## src/rtl/reset_sequencer.sv

```systemverilog
// rtl/reset_sequencer.sv - PLL-qualified clock-enable and ordered per-stage reset release/assert sequencer
module reset_sequencer #(
  parameter int N_STAGES    = 3,
  parameter int LOCK_CYCLES = 16,
  parameter int ACK_TIMEOUT = 255
) (
  input  logic                clk_in,
  input  logic                reset,
  input  logic                pll_locked,
  input  logic                run_req,
  input  logic [N_STAGES-1:0] stage_ack,
  output logic                clk_en,
  output logic [N_STAGES-1:0] stage_rst_n,
  output logic                ready,
  output logic                fault
);

  localparam int LC_W  = $clog2(LOCK_CYCLES);
  localparam int WC_W  = $clog2(ACK_TIMEOUT + 1);
  localparam int IDX_W = (N_STAGES > 1) ? $clog2(N_STAGES) : 1;

  localparam logic [LC_W-1:0]  LOCK_LAST = LC_W'(LOCK_CYCLES - 1);
  localparam logic [WC_W-1:0]  WAIT_LAST = WC_W'(ACK_TIMEOUT - 1);
  localparam logic [IDX_W-1:0] IDX_LAST  = IDX_W'(N_STAGES - 1);

  typedef enum logic [2:0] {
    ST_OFF,
    ST_LOCK_WAIT,
    ST_RELEASE,
    ST_RUN,
    ST_SHUTDOWN,
    ST_FAULT
  } state_t;

  state_t              state_q;
  logic [1:0]          sync_q;
  logic [LC_W-1:0]     lock_cnt_q;
  logic [WC_W-1:0]     wait_cnt_q;
  logic [IDX_W-1:0]    idx_q;
  logic                clk_en_q;
  logic [N_STAGES-1:0] stage_rst_n_q;
  logic                ready_q;
  logic                fault_q;

  logic                lock_s;
  logic                lock_lost;
  logic [IDX_W-1:0]    idx_inc;

  assign lock_s  = sync_q[1];
  assign idx_inc = (idx_q == IDX_LAST) ? idx_q : idx_q + IDX_W'(1);

  // Lock loss overrides everything once the clock has been opened, except FAULT
  assign lock_lost = !lock_s &&
                     (state_q == ST_RELEASE || state_q == ST_RUN || state_q == ST_SHUTDOWN);

  always_ff @(posedge clk_in or posedge reset) begin
    if (reset) begin
      sync_q <= 2'b00;
    end else begin
      sync_q <= {sync_q[0], pll_locked};
    end
  end

  always_ff @(posedge clk_in or posedge reset) begin
    if (reset) begin
      state_q       <= ST_OFF;
      lock_cnt_q    <= '0;
      wait_cnt_q    <= '0;
      idx_q         <= '0;
      clk_en_q      <= 1'b0;
      stage_rst_n_q <= '0;
      ready_q       <= 1'b0;
      fault_q       <= 1'b0;
    end else if (lock_lost) begin
      state_q       <= ST_OFF;
      lock_cnt_q    <= '0;
      wait_cnt_q    <= '0;
      idx_q         <= '0;
      clk_en_q      <= 1'b0;
      stage_rst_n_q <= '0;
      ready_q       <= 1'b0;
    end else begin
      case (state_q)
        ST_OFF: begin
          clk_en_q      <= 1'b0;
          stage_rst_n_q <= '0;
          ready_q       <= 1'b0;
          fault_q       <= 1'b0;
          if (run_req && lock_s) begin
            state_q    <= ST_LOCK_WAIT;
            lock_cnt_q <= '0;
          end
        end

        ST_LOCK_WAIT: begin
          if (!run_req) begin
            state_q <= ST_OFF;
          end else if (!lock_s) begin
            lock_cnt_q <= '0;
          end else if (lock_cnt_q == LOCK_LAST) begin
            state_q    <= ST_RELEASE;
            clk_en_q   <= 1'b1;
            idx_q      <= '0;
            wait_cnt_q <= '0;
          end else begin
            lock_cnt_q <= lock_cnt_q + LC_W'(1);
          end
        end

        // Acks are only sampled once the stage's reset has actually been released
        ST_RELEASE: begin
          if (!stage_rst_n_q[idx_q]) begin
            stage_rst_n_q[idx_q] <= 1'b1;
          end else if (stage_ack[idx_q]) begin
            if (idx_q == IDX_LAST) begin
              state_q <= ST_RUN;
              ready_q <= 1'b1;
            end else begin
              stage_rst_n_q[idx_inc] <= 1'b1;
              idx_q                  <= idx_inc;
              wait_cnt_q             <= '0;
            end
          end else if (wait_cnt_q == WAIT_LAST) begin
            state_q       <= ST_FAULT;
            fault_q       <= 1'b1;
            clk_en_q      <= 1'b0;
            stage_rst_n_q <= '0;
            wait_cnt_q    <= '0;
          end else begin
            wait_cnt_q <= wait_cnt_q + WC_W'(1);
          end
        end

        ST_RUN: begin
          if (!run_req) begin
            state_q <= ST_SHUTDOWN;
            ready_q <= 1'b0;
            idx_q   <= IDX_LAST;
          end
        end

        ST_SHUTDOWN: begin
          if (stage_rst_n_q == '0) begin
            state_q  <= ST_OFF;
            clk_en_q <= 1'b0;
          end else begin
            stage_rst_n_q[idx_q] <= 1'b0;
            if (idx_q != '0) begin
              idx_q <= idx_q - IDX_W'(1);
            end
          end
        end

        ST_FAULT: begin
          if (!run_req) begin
            state_q <= ST_OFF;
            fault_q <= 1'b0;
          end
        end

        default: begin
          state_q <= ST_OFF;
        end
      endcase
    end
  end

  assign clk_en      = clk_en_q;
  assign stage_rst_n = stage_rst_n_q;
  assign ready       = ready_q;
  assign fault       = fault_q;

endmodule
```

## config.mk

```make
export PLATFORM = sky130hd
export DESIGN_NAME = reset_sequencer
export DESIGN_NICKNAME = d
export VERILOG_FILES = /design/src/rtl/reset_sequencer.sv
export SDC_FILE = /design/constraint.sdc
export NUM_CORES = 1
export LEC_CHECK = 0
export CORE_ASPECT_RATIO = 0.5
export CORE_MARGIN = 1
export CORE_UTILIZATION = 30
export DETAILED_ROUTE_END_ITERATION = 16
export DONT_BUFFER_PORTS = 1
export GPL_TIMING_DRIVEN = 0
export MAX_ROUTING_LAYER = met4
export PLACE_DENSITY_LB_ADDON = 0.08
export SLEW_MARGIN = 20
export SYNTH_ARGS = -nofsm -noshare
export SYNTH_HDL_FRONTEND = slang
export SYNTH_SLANG_ARGS = --single-unit
```

## constraint.sdc

```tcl
create_clock -name clk_in -period 2.45 [get_ports clk_in]
set_input_delay 0.1225 -clock clk_in [delete_from_list [all_inputs] [get_ports clk_in]]
set_output_delay 0.1225 -clock clk_in [all_outputs]
set_load 0.03 [all_outputs]
```

After elaboration in Yosys (flattened, before gate mapping). Cells that the tools add are included.

Register bits after elaboration: 25. Input bits: 7. Output and inout port bits: 6. Logic and storage cells: 156.

Add/sub/neg operators: 4. Magnitude comparators: 4. Equality and inequality tests: 35. Multiplexer cells: 74. Bitwise operators: 5. Reduce and logical (&&, ||, !) cells: 25.

Operators with widths (number): $mux W8 (8); $mux W3 (18); $ne A3 B3 Y1 const B (10); $mux W2 (11); $mux W1 (20); $mux W4 (5); $ne A4 B4 Y1 const B (5); $pmux W3 S6 (1); $pmux W8 S2 (1); $ne A3 B2 Y1 const B (5); $reduce_and A6 Y1 (2); $reduce_and A10 Y1 (1); $reduce_bool A5 Y1 (2); $pmux W3 S3 (1); $reduce_and A9 Y1 (1); $reduce_bool A3 Y1 (3); $add A8 B1 Y8 const B (1); $eq A8 B8 Y1 const B (1); $pmux W2 S4 (1); $pmux W4 S2 (1); $reduce_and A4 Y1 (2); $reduce_and A8 Y1 (1); $reduce_bool A4 Y1 (2); $eq A3 B2 Y1 const B (2); 28 further kinds (42).

Logic depth before layout (Yosys ltp).
Depth after elaboration: 12. Mapped depth: 8.

Worst setup path after synthesis. Ideal clock, no wire load.

Path kind: reg-to-reg. Start point: reg lock_cnt_q[0]. End point: reg wait_cnt_q[1]. Setup time: 125 ps. Arrival time: 1766 ps. Data required time: 2325 ps. Slack: 559 ps. Stages on the path, launching flop included: 7. Clock period less this slack: 1891 ps. Cells stage by stage: dfrtp_1 > ha_1 > and3_1 > nand2_1 > or2_2 > a32oi_2 > mux2_4.

Cells in the longest elaborated chain, start to end: 3.

Ends and longest elaborated chain: start: declaration (RTL line 37) `logic [LC_W-1:0] lock_cnt_q;`; start signal: assignment (RTL line 106) `lock_cnt_q <= lock_cnt_q + LC_W'(1);`; $eq A4 B4 Y1 (RTL line 100) `end else if (lock_cnt_q == LOCK_LAST) begin`; $ne A3 B3 Y1 (no source line); $reduce_and A6 Y1 (no source line); end signal: assignment (RTL line 130) `wait_cnt_q <= wait_cnt_q + WC_W'(1);`; end: declaration (RTL line 38) `logic [WC_W-1:0] wait_cnt_q;`.

Every way passes these cells. A chain may end at the register's enable or synchronous reset.

Final worst setup path.
Start point: reg idx_q[0]. End point: reg wait_cnt_q[1].

Cells in the longest elaborated chain, start to end: 6.

Ends and longest elaborated chain: start: declaration (RTL line 39) `logic [IDX_W-1:0] idx_q;`; start signal: assignment (RTL line 120) `idx_q <= idx_inc;`; start signal: assignment (RTL line 149) `idx_q <= idx_q - IDX_W'(1);`; $bmux W1 S2 (RTL line 114) `end else if (stage_ack[idx_q]) begin`; $mux W1 (implied by the code) (RTL line 114); $mux W8 (RTL line 114); $mux W8 (RTL line 112) `if (!stage_rst_n_q[idx_q]) begin`; $pmux W8 S2 (RTL line 83) `case (state_q)`; $mux W8 (RTL line 74) `end else if (lock_lost) begin`.

Several ways; a longest one is shown, not always the timed one. The select of a mux whose other input is x is not followed.

==> flow_summary.yaml <==
run_status:
  status: "completed"
global_route:
  grt_pass1_wl_um: 8430
  use_met2_pct: 24.9
  met1_usage_pct: 23.7
  grt_max_degree: 26
  met3_usage_pct: 3.66
  grt_pass1_vias: 1624
  antenna_found_initial: 0
  track_usage_pct: 16.9
  overflow: 0
  busiest_layer: "met2"
critical_path:
  cpPeakStageDelay_ns: 0.55
  cp.arrival_ns: 2.51
  required_ns: 2.61
  crit_chain: "buf_6 -> inv_1 -> ha_1 -> inv_1 -> o311ai_1 -> a32oi_2 -> buf_4 -> mux2_4"
  critPathLaunch: "idx_q[0]"
  crit_type: "reg -> reg"
  cp-end-kind: "flip-flop"
  rr_startpoint: "idx_q[0]"
  cp_max_fo: 9
  cp_common_cell: "inv_1"
  cp-start-kind: "flip-flop"
  crit_slowest_cell: "o311ai_1"
worst_hold_path:
  worstHoldStart: "run_req"
  hold_class: "in -> reg"
yosys:
  synth_top_family_by_area: "compound AO/OA/AOI/OAI gates"
  synth_edf_count: 0
  ys.flop_type: "dfrtp_1"
  synth_xor_area_share_pct: 0
  synth_simple_gate_area_share_pct: 21.5
  synth-compound-area-share_pct: 29.1
  synth_seq_cells: 25
  synth_fa_ha_area_share_pct: 4.64
  synthArstFlopShare_pct: 100
  ys_seq_area_share_pct: 33.2
  syn-instance-count: 216
  syn-cell-area_um2: 1890
  avgSynthCellArea_um2: 8.73
  muxShareOfSynthArea_pct: 5.64
  synth_cell_type_count: 61
  synthesis.nets: 230
  ys_warn_count: 0
detailed_routing:
  routed_via_density: 5.39
  wl_per_cell_um: 16.4
  drt_iter0_drc: 61
  antenna_left: 0
  drc: 0
  routed_wl_um: 5040
  dr.pass1.iters: 4
  vias: 1660
power:
  intPower_w: 0.00111
  p_leak_nw: 0.860
  seqPwrFrac_pct: 28.1
  total_power_w: 0.00203
  switching_share_pct: 45.2
  p_per_area_nw_per_um2: 962
  p_sw_w: 0.000917
  pwr-share-comb_pct: 52.5
  clockPowerShare_pct: 19.4
  peakVddDrop_mv: 0.302
sta:
  fin_crit_ns: 2.36
  finalSetupViolations: 0
  hold_viol: 0
  slew_headroom_pct: 60.4
  rsz0062_at_grt: "false"
  maxSlewViolCount: 0
  tightestPinTransition_ns: 0.585
  finalCritPeriodShare_pct: 96.2
  skew_ns: 0.00327
  max_freq_mhz: 424
  fin_tns_setup_ns: 0
layout:
  multi_input_area_um2: 1150
  fin_nets: 239
  drive_gt1_share_pct: 12.1
  syn_to_final_growth_pct: 11.9
  final_util_pct: 36.7
  fillCellCount: 606
  diodes: 0
  layout_commonest_cell: "dfrtp_1"
  register_area_um2: 626
  final_cell_mix: "dfrtp_1, nand2_1, o21ai_0, a21oi_1, nor2_1"
die:
  core_area_um2: 5750
  ios: 13
  fp.dieH_um: 58.1
  dieArea_um2: 6630
  die_w_um: 114
  initial_utilization_pct: 32.8
  rows: 19
clocking:
  cts_resized: 0
  clkTransAtPathRegs_ns: 0.07
  cts_tree: "built"
  cts_num_sinks: 25
  cts.htree.levels: 1
  clk_latency_ns: 0.26
  numCtsBuffers: 3
  clockBufferDepth: 2
  cts_root_buffer: "clkbuf_16"
place:
  port_buffers: 0
  dp_hpwl_um: 3690
  globalplace.congestion: 0.825
flow_run:
  max_cap_viol_count: 0
## flip-flops by register name, indices dropped and copies added, names as in the netlist
| register | cells |
|---|---|
| sync_q | 2 |
| lock_cnt_q | 4 |
| ready | 1 |
| clk_en | 1 |
| state_q | 3 |
| wait_cnt_q | 8 |
| stage_rst_n | 3 |
| idx_q | 2 |
| fault | 1 |
## kinds of logic (layout without fill, tap and decap cells)
logic type      Yosys count  after routing
compound gates           79             79
fa+ha+maj                 7              7
buf+inv                  23             31
flops                    25             25
mux                      10             10
simple gates             72             72
## worst paths after layout
| path | endpoint | slack (ns) | cells past startpoint |
|---|---|---|---|
| max | wait_cnt_q[1] | 0.09 | 8 |
| min | lock_cnt_q[0] | 0.26 | 3 |
| max reg2reg | wait_cnt_q[1] | 0.09 | 8 |
| min reg2reg | sync_q[1] | 0.35 | 0 |
| max in group asynchronous | stage_rst_n[2] | 1.71 | 2 |
| min in group asynchronous | sync_q[0] | 0.36 | 2 |
## final cells by class
class                           count  area share (%)
Buffer                             12            3.38
Inverter                           11            1.96
Clock buffer                        3            3.56
Clock inverter                      1           0.415
Multi-Input combinational cell    168            54.4
Timing Repair Buffer                4            1.66
Sequential cell                    25            29.7
Tap cell                           84            4.98
## routing by layer
metal / share of wire (%) / wire length (um)
met3: 3.9 / 196
met4: 0.67 / 34
met5: 0 / 0
met2: 44 / 2210
met1: 52 / 2600
## worst max-delay path: cells and delay by family, from the launching register on
| kind | cells | cell delay [ns] |
|---|---|---|
| AO/OA/AOI/OAI | 2 | 0.65 |
| adder cells (fa/ha/maj) | 1 | 0.33 |
| buffers and inverters | 4 | 0.56 |
| flip-flops | 1 | 0.41 |
| multiplexers | 1 | 0.29 |
## cells in the mapped netlist (all sizes together), types with 2 or more instances
cell     number  area (um^2)
dfrtp        25          626
nand2        19         73.8
o21ai        18         93.8
a21oi        14         70.1
nor2         14         52.6
a31oi        10         62.6
inv          10         37.5
buf           8         56.3
mux2i         8         80.1
ha            7         87.6
nand3         6         35.0
nor2b         6         40.0
and3          5         31.3
o21a          5         38.8
a41oi         4         35.0
clkbuf        4         15.0
o31ai         4         30.0
a32oi         3         41.3
and2          3         18.8
nand2b        3         18.8
nand3b        3         22.5
o211ai        3         22.5
a21boi        2         15.0
a21o          2         15.0
a221oi        2         17.5
and4          2         17.5
mux2          2         26.3
nor3          2         10.0
o2111ai       2         23.8
o22ai         2         12.5
or2           2         12.5
## power by group through the flow
stage | sequential [W] | combinational (W) | clock (W)
floorplan | 0.000556 | 0.000809 | 0
global placement | 0.000580 | 0.00103 | 0
detailed placement | 0.000578 | 0.00103 | 0
CTS | 0.000569 | 0.00104 | 0.000406
global route | 0.000583 | 0.00118 | 0.000424
finish | 0.000571 | 0.00106 | 0.000394
## per-stage QoR
stage | hold slack, ns | cell area, um^2 | cells | setup slack, ns
after detailed placement | 0.154 | 1990 | 300 | 0.0995
after global routing | 0.285 | 2110 | 308 | 0.0408
after CTS | 0.0347 | 2080 | 305 | 0.0802
after floorplan | 0.150 | 1890 | 216 | 0.559
after global placement | 0.154 | 1990 | 300 | 0.0915
final | 0.258 | 2110 | 308 | 0.0936
## what timing repair did
| item | in CTS | in global routing |
|---|---|---|
| setup buffers | 0 | 2 |
| hold buffers | 1 | 1 |
| hold endpoints to repair | 1 | 25 |
| setup endpoints to repair | 0 | 1 |
Note: power is estimated with default switching activity, not from simulation.
